==> src/rtl/acc_pkg.sv <==
//------------------------------------------------------------------------------
// Module   : acc_pkg
// Brief    : Op encoding and FSM state enums shared by the accumulator unit.
// Revision : 1.0 - initial release
//------------------------------------------------------------------------------
`default_nettype none

package acc_pkg;

  typedef enum logic [2:0] {
    OP_NOP      = 3'd0,
    OP_LOAD_BUS = 3'd1,
    OP_LOAD_ALU = 3'd2,
    OP_INC      = 3'd3,
    OP_DEC      = 3'd4,
    OP_CLR      = 3'd5,
    OP_SHL      = 3'd6,
    OP_SHR      = 3'd7
  } op_e;

  typedef enum logic [0:0] {
    ST_IDLE  = 1'b0,
    ST_SHIFT = 1'b1
  } state_e;

endpackage : acc_pkg

`default_nettype wire

==> src/rtl/acc_unit.sv <==
//------------------------------------------------------------------------------
// Module   : acc_unit
// Brief    : Accumulator with R register, inc/dec/clear and multi-cycle shifts.
//            Optional macro ACC_SAT_EN makes INC/DEC saturate instead of wrap.
// Revision : 1.0 - initial release
//------------------------------------------------------------------------------
`default_nettype none

module acc_unit
  import acc_pkg::*;
#(
  parameter int DATA_W  = 12,
  parameter int SHAMT_W = 4
) (
  input  logic               clk,
  input  logic               rst_n,
  input  logic [DATA_W-1:0]  bus_in,
  input  logic [DATA_W-1:0]  alu_in,
  input  logic [2:0]         op,
  input  logic               op_valid,
  input  logic [SHAMT_W-1:0] shamt,
  input  logic               cap_r,
  output logic               op_ready,
  output logic [DATA_W-1:0]  acc_out,
  output logic [DATA_W-1:0]  r_out,
  output logic               zero,
  output logic               carry,
  output logic               busy
);

  localparam logic [SHAMT_W-1:0] c_CNT_ONE = {{(SHAMT_W-1){1'b0}}, 1'b1};
  localparam logic [DATA_W:0]    c_ONE_EXT = {{DATA_W{1'b0}}, 1'b1};

  state_e              r_state;
  state_e              w_state_nxt;
  logic [SHAMT_W-1:0]  r_cnt;
  logic [SHAMT_W-1:0]  w_cnt_nxt;
  logic                r_left;
  logic                w_left_nxt;
  logic [DATA_W-1:0]   r_acc;
  logic [DATA_W-1:0]   w_acc_nxt;
  logic                r_carry;
  logic                w_carry_nxt;
  logic [DATA_W-1:0]   r_r;
  op_e                 w_op;
  logic [DATA_W:0]     w_inc_full;
  logic [DATA_W:0]     w_dec_full;

  assign w_op       = op_e'(op);
  // Top bit is carry-out for the increment and borrow for the decrement.
  assign w_inc_full = {1'b0, r_acc} + c_ONE_EXT;
  assign w_dec_full = {1'b0, r_acc} - c_ONE_EXT;

  always_ff @(posedge clk or negedge rst_n) begin
    if (!rst_n) begin
      r_state <= ST_IDLE;
    end else begin
      r_state <= w_state_nxt;
    end
  end

  always_comb begin
    w_state_nxt = r_state;
    w_cnt_nxt   = r_cnt;
    w_left_nxt  = r_left;
    w_acc_nxt   = r_acc;
    w_carry_nxt = r_carry;
    case (r_state)
      ST_IDLE: begin
        if (op_valid) begin
          case (w_op)
            OP_NOP:      ;
            OP_LOAD_BUS: w_acc_nxt = bus_in;
            OP_LOAD_ALU: w_acc_nxt = alu_in;
            OP_INC: begin
`ifdef ACC_SAT_EN
              if (&r_acc) begin
                w_carry_nxt = 1'b1;
              end else begin
                {w_carry_nxt, w_acc_nxt} = w_inc_full;
              end
`else
              {w_carry_nxt, w_acc_nxt} = w_inc_full;
`endif
            end
            OP_DEC: begin
`ifdef ACC_SAT_EN
              if (r_acc == '0) begin
                w_carry_nxt = 1'b1;
              end else begin
                {w_carry_nxt, w_acc_nxt} = w_dec_full;
              end
`else
              {w_carry_nxt, w_acc_nxt} = w_dec_full;
`endif
            end
            OP_CLR: begin
              w_acc_nxt   = '0;
              w_carry_nxt = 1'b0;
            end
            OP_SHL, OP_SHR: begin
              // A zero shift amount never leaves IDLE, so it acts as a NOP.
              if (shamt != '0) begin
                w_state_nxt = ST_SHIFT;
                w_cnt_nxt   = shamt;
                w_left_nxt  = (w_op == OP_SHL);
              end
            end
            default: ;
          endcase
        end
      end
      ST_SHIFT: begin
        if (r_left) begin
          w_acc_nxt   = {r_acc[DATA_W-2:0], 1'b0};
          w_carry_nxt = r_acc[DATA_W-1];
        end else begin
          w_acc_nxt   = {1'b0, r_acc[DATA_W-1:1]};
          w_carry_nxt = r_acc[0];
        end
        w_cnt_nxt = r_cnt - c_CNT_ONE;
        if (r_cnt == c_CNT_ONE) begin
          w_state_nxt = ST_IDLE;
        end
      end
      default: w_state_nxt = ST_IDLE;
    endcase
  end

  always_ff @(posedge clk or negedge rst_n) begin
    if (!rst_n) begin
      r_cnt   <= '0;
      r_left  <= 1'b0;
      r_acc   <= '0;
      r_carry <= 1'b0;
      r_r     <= '0;
    end else begin
      r_cnt   <= w_cnt_nxt;
      r_left  <= w_left_nxt;
      r_acc   <= w_acc_nxt;
      r_carry <= w_carry_nxt;
      if (cap_r) begin
        r_r <= bus_in;
      end
    end
  end

  assign op_ready = (r_state == ST_IDLE);
  assign busy     = ~op_ready;
  assign acc_out  = r_acc;
  assign r_out    = r_r;
  assign carry    = r_carry;
  assign zero     = (r_acc == '0);

endmodule : acc_unit

`default_nettype wire

==> config.mk <==
export PLATFORM = sky130hd
export DESIGN_NAME = acc_unit
export DESIGN_NICKNAME = d
export VERILOG_FILES = /design/src/rtl/acc_pkg.sv /design/src/rtl/acc_unit.sv
export SDC_FILE = /design/constraint.sdc
export NUM_CORES = 1
export LEC_CHECK = 0
export ABC_CLOCK_PERIOD_IN_PS = 2040
export CAP_MARGIN = 15
export CORE_MARGIN = 1
export CORE_UTILIZATION = 45
export DETAILED_ROUTE_END_ITERATION = 10
export PLACE_DENSITY = 0.76
export SETUP_SLACK_MARGIN = 0.1
export SLEW_MARGIN = 30
export SYNTH_ARGS = -nofsm -noshare
export SYNTH_HDL_FRONTEND = slang
export SYNTH_SLANG_ARGS = --single-unit
==> constraint.sdc <==
create_clock -name clk -period 2.04 [get_ports clk]
set_clock_uncertainty 0.1 [all_clocks]
set_input_delay 0.408 -clock clk [delete_from_list [all_inputs] [get_ports clk]]
set_output_delay 0.408 -clock clk [all_outputs]
set_load 0.005 [all_outputs]
==> impl_results.md, run 1 <==
- Netlist cell types: 57
- Fin crit share: 1.01
- Dpl cells: 454
- Num Clock Sinks: 31
- Layout cells sized above 1: 0.321
- Gpl congestion: 0.933
- Cells on worst reg2reg path: 6
- Worst EP required: 2.15 ns
- Sequential area share after synthesis: 0.304
- Simple-gate share of the synthesized area: 0.193
- CTS Buf Count: 5
- Setup WS pre-CTS: -0.223 ns
- Rows: 27
- R2R setup slack: -0.02 ns
- Final worst setup slack: -0.0170 ns
- Initial antenna violation count: 0
- Worst Setup EP: acc_out[7]
- Startpoint Class: flip-flop
- Global-route wire length before repair: 13000 um
- Fmax: 486 MHz
- Data arrival, critical path: 2.17 ns
- Finished Cell Area: 3850 um2
- Yosys top cell area share: 0.304
- XOR/XNOR Fraction of Synth Area: 0.0446
- CTS tree: built
- Synth Area in Adders: 0.0245
- Critical path class: reg -> reg
- Largest net degree at the start of global routing: 32
- WL final: 8200 um
- Buf+Inv Stages, Crit Path: 1
- CP endpoint kind: flip-flop
- Async SR Flop Fraction: 1.00
- CP peak stage delay: 0.54 ns
- Vias in the first global route: 2621
- Post-synth EDFFs: 0
- CP max-delay cell: or4_4
- Skew-Pair Late Insertion Delay: 0.29 ns
- Failing checks: setup timing
- Worst Tran Pin Value: 0.422 ns
- Total DRC errors in the routed layout: 0
- Reg clk slew, reported paths: 0.07 ns
- Die Y: 77.4 um
- Post-Syn Area per Cell: 8.84 um2
- # Max-Cap Violations: 0
- Critical R2R Launch: acc_out[1]
- Via/cell ratio: 6.02
- Cell breakdown of the critical path: buf_6 > or4_4 > or3_1 > a21oi_2 > o221ai_2 > o211ai_2
- Max VDD drop: 0.000587 V
- CTS root buffer: clkbuf_8
- Outcome: complete, but fails checks
- # fillers: 438
- Final Non-Filler Cells: 468
- DR WL/cell: 17.5 um
- Cells after synthesis: 289
- Tmin final: 2.06 ns
- Final setup viols: 1
- Die Wd: 77.4 um
- Gr ovfl total: 0
- Max transition margin: 0.719
- Diode count: 0
- Slew Viols, Final: 0
- IO buf count: 62
- Nets: 435
- Worst min path class: in -> async
- Vias after detailed routing: 2819
- Pleak: 1.56 nW
- Post-Syn Nets: 329
- Number of synthesized register bits: 31
- RSZ-0062 raised after global routing: true
- Core Region: 5470 um2
- Area after DPL: 3490 um2
- Largest cells by area after synthesis: dfrtp_1, mux2_2, a21oi_1
- CP Max Fanout: 5
- Hold buffer count at cts: 0
- Top FF cell, synth: dfrtp_1
- Reg-to-reg critical path endpoint: acc_out[7]
- 1st-pass router iterations: 5
- Yosys top cell by area: dfrtp_1
- Longest Clk Path Bufs: 2
- Starting Density: 0.467
- DR iter-0 viols: 373
- Largest family of logic cells by synthesized area: compound AO/OA/AOI/OAI gates
- Synth Warn #: 0
- Hold Violations, Final: 0
- Post-Syn Area: 2550 um2
- Critical path depth in cells: 6
- GRT Total Usage: 0.278
- Area Growth Syn to Fin: 50.7%
- Most frequent cell after synthesis: dfrtp_1
- CTS H-tree lvls: 2
- Worst setup path startpoint: acc_out[1]
- CP top delay family: simple AND/OR/NAND/NOR gates
- Power per cell area: 1160 nW/um2
- Synth Area in Compound Gates: 0.225
- Detail Placement HPWL: 5860 um
- I/O pin count: 63
- Synth cell count leaders: dfrtp_1, a21oi_1, nand2_1, o21ai_0, nor2_1
- Die ar.: 5980 um2
- Remaining antenna violation count after routing: 0
- Post-synthesis mux area share: 0.114
-- state kept, by name, indices dropped and copies added, names as in the netlist --
name,count
acc_out,12
r_out,12
r_left,1
carry,1
r_cnt,4
busy,1
-- through the flow --
stage	util	power [mW]	setup TNS [ns]	hold WS, ns
2_1_floorplan	-	2.54	0	0.0124
3_5_place_dp	0.637	3.49	-2.72	0.395
3_3_place_gp	0.637	3.45	-2.37	0.388
5_1_grt	0.704	4.76	-0.0788	0.423
6_report	0.704	4.47	-0.0170	0.410
4_1_cts	0.673	4.19	0	0.412
-- cells in the final DEF (no fill, tap or decap), types with 7 or more instances in the layout --
cell type        count
a21oi_1             20
buf_4               53
buf_6               10
clkbuf_8             7
clkdlybuf4s50_1     59
dfrtp_1             28
mux2_2              16
mux2i_1             11
nand2_1             22
nand3_1             10
nor2_1              19
o21ai_0             19
xnor2_1              7
-- timing repair --
action	in CTS	in global routing
setup endpoints to repair	6	17
buffers inserted	3	3
resized for setup	21	32
pin swaps	7	14
-- final cells by class --
| class | count | area (um2) | share of cell area |
|---|---|---|---|
| Timing Repair Buffer | 125 | 1120 | 0.292 |
| Multi-Input combinational cell | 225 | 1730 | 0.448 |
| Inverter | 7 | 28.8 | 0.00747 |
| Tap cell | 72 | 90.1 | 0.0234 |
| Clock inverter | 1 | 7.51 | 0.00195 |
| Sequential cell | 31 | 779 | 0.202 |
| Clock buffer | 7 | 96.3 | 0.0250 |
-- worst min path at each step --
| stage | startpoint | to | slack (ns) | cells past startpoint |
|---|---|---|---|---|
| floorplan | rst_n | acc_out[0] | 0.01 | 0 |
| global placement | r_out[0] | r_out[0] | 0.39 | 1 |
| detailed placement | r_out[4] | r_out[4] | 0.40 | 1 |
| CTS | r_out[0] | r_out[0] | 0.41 | 1 |
| global route | r_out[0] | r_out[0] | 0.42 | 1 |
| finish | rst_n | r_cnt[1] | 0.41 | 2 |
-- metal layers --
metal / global-route usage / vias up / wire length (um)
met5: 0 / - / 0
met4: 0.106 / 0 / 204
met3: 0.0565 / 23 / 595
met2: 0.458 / 160 / 3930
met1: 0.356 / 1352 / 3470
li1: - / 1284 / -
-- power breakdown --
part / total (mW) / leakage, nW / internal, mW / switching [mW]
clock: 0.568 / 0.0505 / 0.307 / 0.261
sequential: 1.05 / 0.369 / 0.825 / 0.226
combinational: 2.85 / 1.14 / 1.46 / 1.39
total: 4.47 / 1.56 / 2.59 / 1.88
-- cells by family (layout without fill, tap and decap cells) --
family,count (synthesis),count (layout)
and+or+nand+nor,92,92
AOI/OAI and AO/OA,88,88
buffers and inverters,33,140
DFF,31,31
muxes,27,27
xor gates and xnor gates,13,13
adders and majority gates,5,5
Note: power is estimated with default switching activity, not from simulation.
==> run 2, diff against run 1 <==
--- a/config.mk
+++ b/config.mk
@@ -5,13 +5,16 @@
 export SDC_FILE = /design/constraint.sdc
 export NUM_CORES = 1
 export LEC_CHECK = 0
+export ABC_AREA = 1
 export ABC_CLOCK_PERIOD_IN_PS = 2040
 export CAP_MARGIN = 15
 export CORE_MARGIN = 1
 export CORE_UTILIZATION = 45
+export CTS_CLUSTER_DIAMETER = 60
 export DETAILED_ROUTE_END_ITERATION = 10
 export PLACE_DENSITY = 0.76
 export SETUP_SLACK_MARGIN = 0.1
+export SKIP_CTS_REPAIR_TIMING = 1
 export SLEW_MARGIN = 30
 export SYNTH_ARGS = -nofsm -noshare
 export SYNTH_HDL_FRONTEND = slang
==> impl_results.md, run 2 <==
- Reg clk slew, reported paths: 0.08 ns (was 0.07 ns)
- CP endpoint kind: output pin (was flip-flop)
- Area Growth Syn to Fin: 38.1% (was 50.7%)
- Post-Syn Nets: 398 (was 329)
- Fin crit share: 0.944 (was 1.01)
- Gpl congestion: 0.916 (was 0.933)
- Initial antenna violation count: 0 (unchanged)
- Clock power share: 0.126 (was 0.127)
- Worst Setup EP: acc_out[5] (was acc_out[7])
- Pleak: 1.57 nW (was 1.56 nW)
- Diode count: 0 (unchanged)
- Outcome: completed (was complete, but fails checks)
- Cells on worst reg2reg path: 8 (was 6)
- DR WL/cell: 14.9 um (was 17.5 um)
- Yosys top cell area share: 0.310 (was 0.304)
- Final worst setup slack: 0.114 ns (was -0.0170 ns)
- Vias after detailed routing: 2838 (was 2819)
- CTS tree: built (unchanged)
- Sequential area share after synthesis: 0.310 (was 0.304)
- Met3 WL: 644 um (was 595 um)
- Worst EP required: 1.53 ns (was 2.15 ns)
- Top sig layer: met4 (unchanged)
- Slew Viols, Final: 0 (unchanged)
- Met2 WL: 3510 um (was 3930 um)
- Die Wd: 76.6 um (was 77.4 um)
- Detail Placement HPWL: 5580 um (was 5860 um)
- # fillers: 463 (was 438)
- Startpoint Class: flip-flop (unchanged)
- Tmin final: 1.93 ns (was 2.06 ns)
- Setup WS pre-CTS: 0.0198 ns (was -0.223 ns)
- Die Y: 76.6 um (was 77.4 um)
- Worst Tran Pin Value: 0.425 ns (was 0.422 ns)
- Gr ovfl total: 0 (unchanged)
- Switch share: 0.459 (was 0.420)
- Critical path class: reg -> out (was reg -> reg)
- Synth Warn #: 0 (unchanged)
- Core Region: 5240 um2 (was 5470 um2)
- Die ar.: 5870 um2 (was 5980 um2)
- Reg-to-reg critical path endpoint: carry (was acc_out[7])
- Netlist cell types: 35 (was 57)
- Skew-Pair Late Insertion Delay: 0.29 ns (about the same)
- Commonest non-fill, non-tap cell in the layout: nand2_1 (was clkdlybuf4s50_1)
- Rows: 26 (was 27)
- Worst setup path startpoint: acc_out[5] (was acc_out[1])
- Num Clock Sinks: 31 (unchanged)
- Final setup viols: 0 (was 1)
- Layout cells sized above 1: 0.191 (was 0.321)
- Starting Density: 0.478 (was 0.467)
- R2R setup slack: 0.27 ns (was -0.02 ns)
- Yosys top cell by area: dfrtp_1 (unchanged)
- Sw Pwr: 2.02 mW (was 1.88 mW)
- CTS H-tree lvls: 2 (unchanged)
- Met1 WL: 3230 um (was 3470 um)
- Async SR Flop Fraction: 1.00 (unchanged)
- Largest cells by area after synthesis: dfrtp_1, nand2_1, nand3_1 (was dfrtp_1, mux2_2, a21oi_1)
- Commonest non-fill, non-tap cells in the layout: nand2_1, clkdlybuf4s50_1, nand3_1, inv_1 (was clkdlybuf4s50_1, buf_4, dfrtp_1, nand2_1, a21oi_1)
- Nets: 478 (was 435)
- DR iter-0 viols: 270 (was 373)
- RSZ-0062 raised after global routing: true (unchanged)
- Fmax: 519 MHz (was 486 MHz)
- Data arrival, critical path: 1.42 ns (was 2.17 ns)
- Max transition margin: 0.717 (was 0.719)
- IO buf count: 62 (unchanged)
- Max VDD drop: 0.000874 V (was 0.000587 V)
- Power per cell area: 1270 nW/um2 (was 1160 nW/um2)
- Via/cell ratio: 5.58 (was 6.02)
- CTS Buf Count: 5 (unchanged)
- # Max-Cap Violations: 0 (unchanged)
- GRT Total Usage: 0.274 (was 0.278)
- Post-Syn Area per Cell: 7.00 um2 (was 8.84 um2)
- Total DRC errors in the routed layout: 0 (unchanged)
- Critical R2R Launch: acc_out[1] (unchanged)
- Global-route wire length before repair: 12700 um (was 13000 um)
- Vias in the first global route: 2721 (was 2621)
- Number of synthesized register bits: 31 (unchanged)
- WL final: 7590 um (was 8200 um)
- Comb power frac: 0.641 (was 0.638)
- I/O pin count: 63 (unchanged)
- Hold Violations, Final: 0 (unchanged)
- CTS root buffer: clkbuf_8 (unchanged)
- Longest Clk Path Bufs: 2 (unchanged)
- Largest net degree at the start of global routing: 32 (unchanged)
- Worst min path class: reg -> reg (was in -> async)
- Remaining antenna violation count after routing: 0 (unchanged)
- CP Max Fanout: 8 (was 5)
- Top FF cell, synth: dfrtp_1 (unchanged)
- Post-Syn Area: 2500 um2 (was 2550 um2)
- Most frequent cell after synthesis: nand2_1 (was dfrtp_1)
- Dpl cells: 498 (was 454)
- 1st-pass router iterations: 5 (unchanged)
- Synth cell count leaders: nand2_1, nand3_1, nor2_1, inv_1, dfrtp_1 (was dfrtp_1, a21oi_1, nand2_1, o21ai_0, nor2_1)
- Cells after synthesis: 358 (was 289)
- Final Non-Filler Cells: 509 (was 468)
- Share of power burned in registers: 0.233 (was 0.235)
- Cell internal pwr: 2.38 mW (was 2.59 mW)
- Post-synth EDFFs: 0 (unchanged)
## run 2: cell types whose count changed in the layout (fill, tap and decap cells not counted), sizes merged, moves of 6 or more
| cell | change |
|---|---|
| nor3 | -8 |
| nand2 | +62 |
| xor2 | -6 |
| nand3 | +30 |
| mux2i | -11 |
| xnor2 | -7 |
| buf | -36 |
| inv | +34 |
| nor2 | +22 |
## run 2: power by group through the flow
stage / combinational, mW / clock (mW) / sequential (mW)
after CTS: 2.76 / 0.562 / 1.02
after global placement: 2.69 / 0 / 1.02
after floorplan: 1.68 / 0 / 1.04
final: 2.83 / 0.553 / 1.03
after global routing: 3.13 / 0.580 / 1.06
after detailed placement: 2.74 / 0 / 1.03
## run 2: logic make-up (layout without fill, tap and decap cells)
family	Yosys count	in the layout	share of synthesized area
multiplexers	11	11	0.0495
adder cells (fa/ha/maj)	5	5	0.0250
flip-flops	31	31	0.310
AND/OR/NAND/NOR	182	182	0.347
AO/OA/AOI/OAI	70	70	0.160
buffers and inverters	59	140	0.109
## run 2: cell type report
type	count	area (um2)	share of cell area
Multi-Input combinational cell	268	1480	0.428
Timing Repair Buffer	90	858	0.248
Sequential cell	31	776	0.224
Inverter	42	158	0.0456
Clock buffer	8	100	0.0289
Tap cell	70	87.6	0.0253
## run 2: metal layers
| layer | global-route usage | vias up |
|---|---|---|
| met2 | 0.433 | 145 |
| met1 | 0.349 | 1325 |
| met5 | 0 | - |
| met4 | 0.137 | 0 |
| met3 | 0.0647 | 21 |
| li1 | - | 1347 |
## run 2: worst min path at each step
| stage | from | endpoint | cells past startpoint |
|---|---|---|---|
| CTS | r_out[6] | r_out[6] | 1 |
| global placement | r_out[2] | r_out[2] | 1 |
| floorplan | rst_n | acc_out[0] | 0 |
| finish | r_out[6] | r_out[6] | 1 |
| detailed placement | r_out[5] | r_out[5] | 1 |
| global route | r_out[8] | r_out[8] | 1 |
## run 2: critical path, cell delays in order, from the launching register on
cell	delay, ns
dfrtp_1	0.38
buf_4	0.11
buf_4	0.13
clkdlybuf4s50_1	0.50
## run 2: metrics by stage
step | power [mW] | hold WS [ns] | TNS (ns) | util | area (um2)
global route | 4.76 | 0.422 | 0 | 0.660 | 3460
floorplan | 2.72 | 0.0124 | 0 | - | 2500
detailed placement | 3.76 | 0.397 | 0 | 0.632 | 3310
finish | 4.41 | 0.407 | 0 | 0.660 | 3460
CTS | 4.33 | 0.414 | -0.251 | 0.651 | 3410
global placement | 3.71 | 0.388 | 0 | 0.632 | 3310
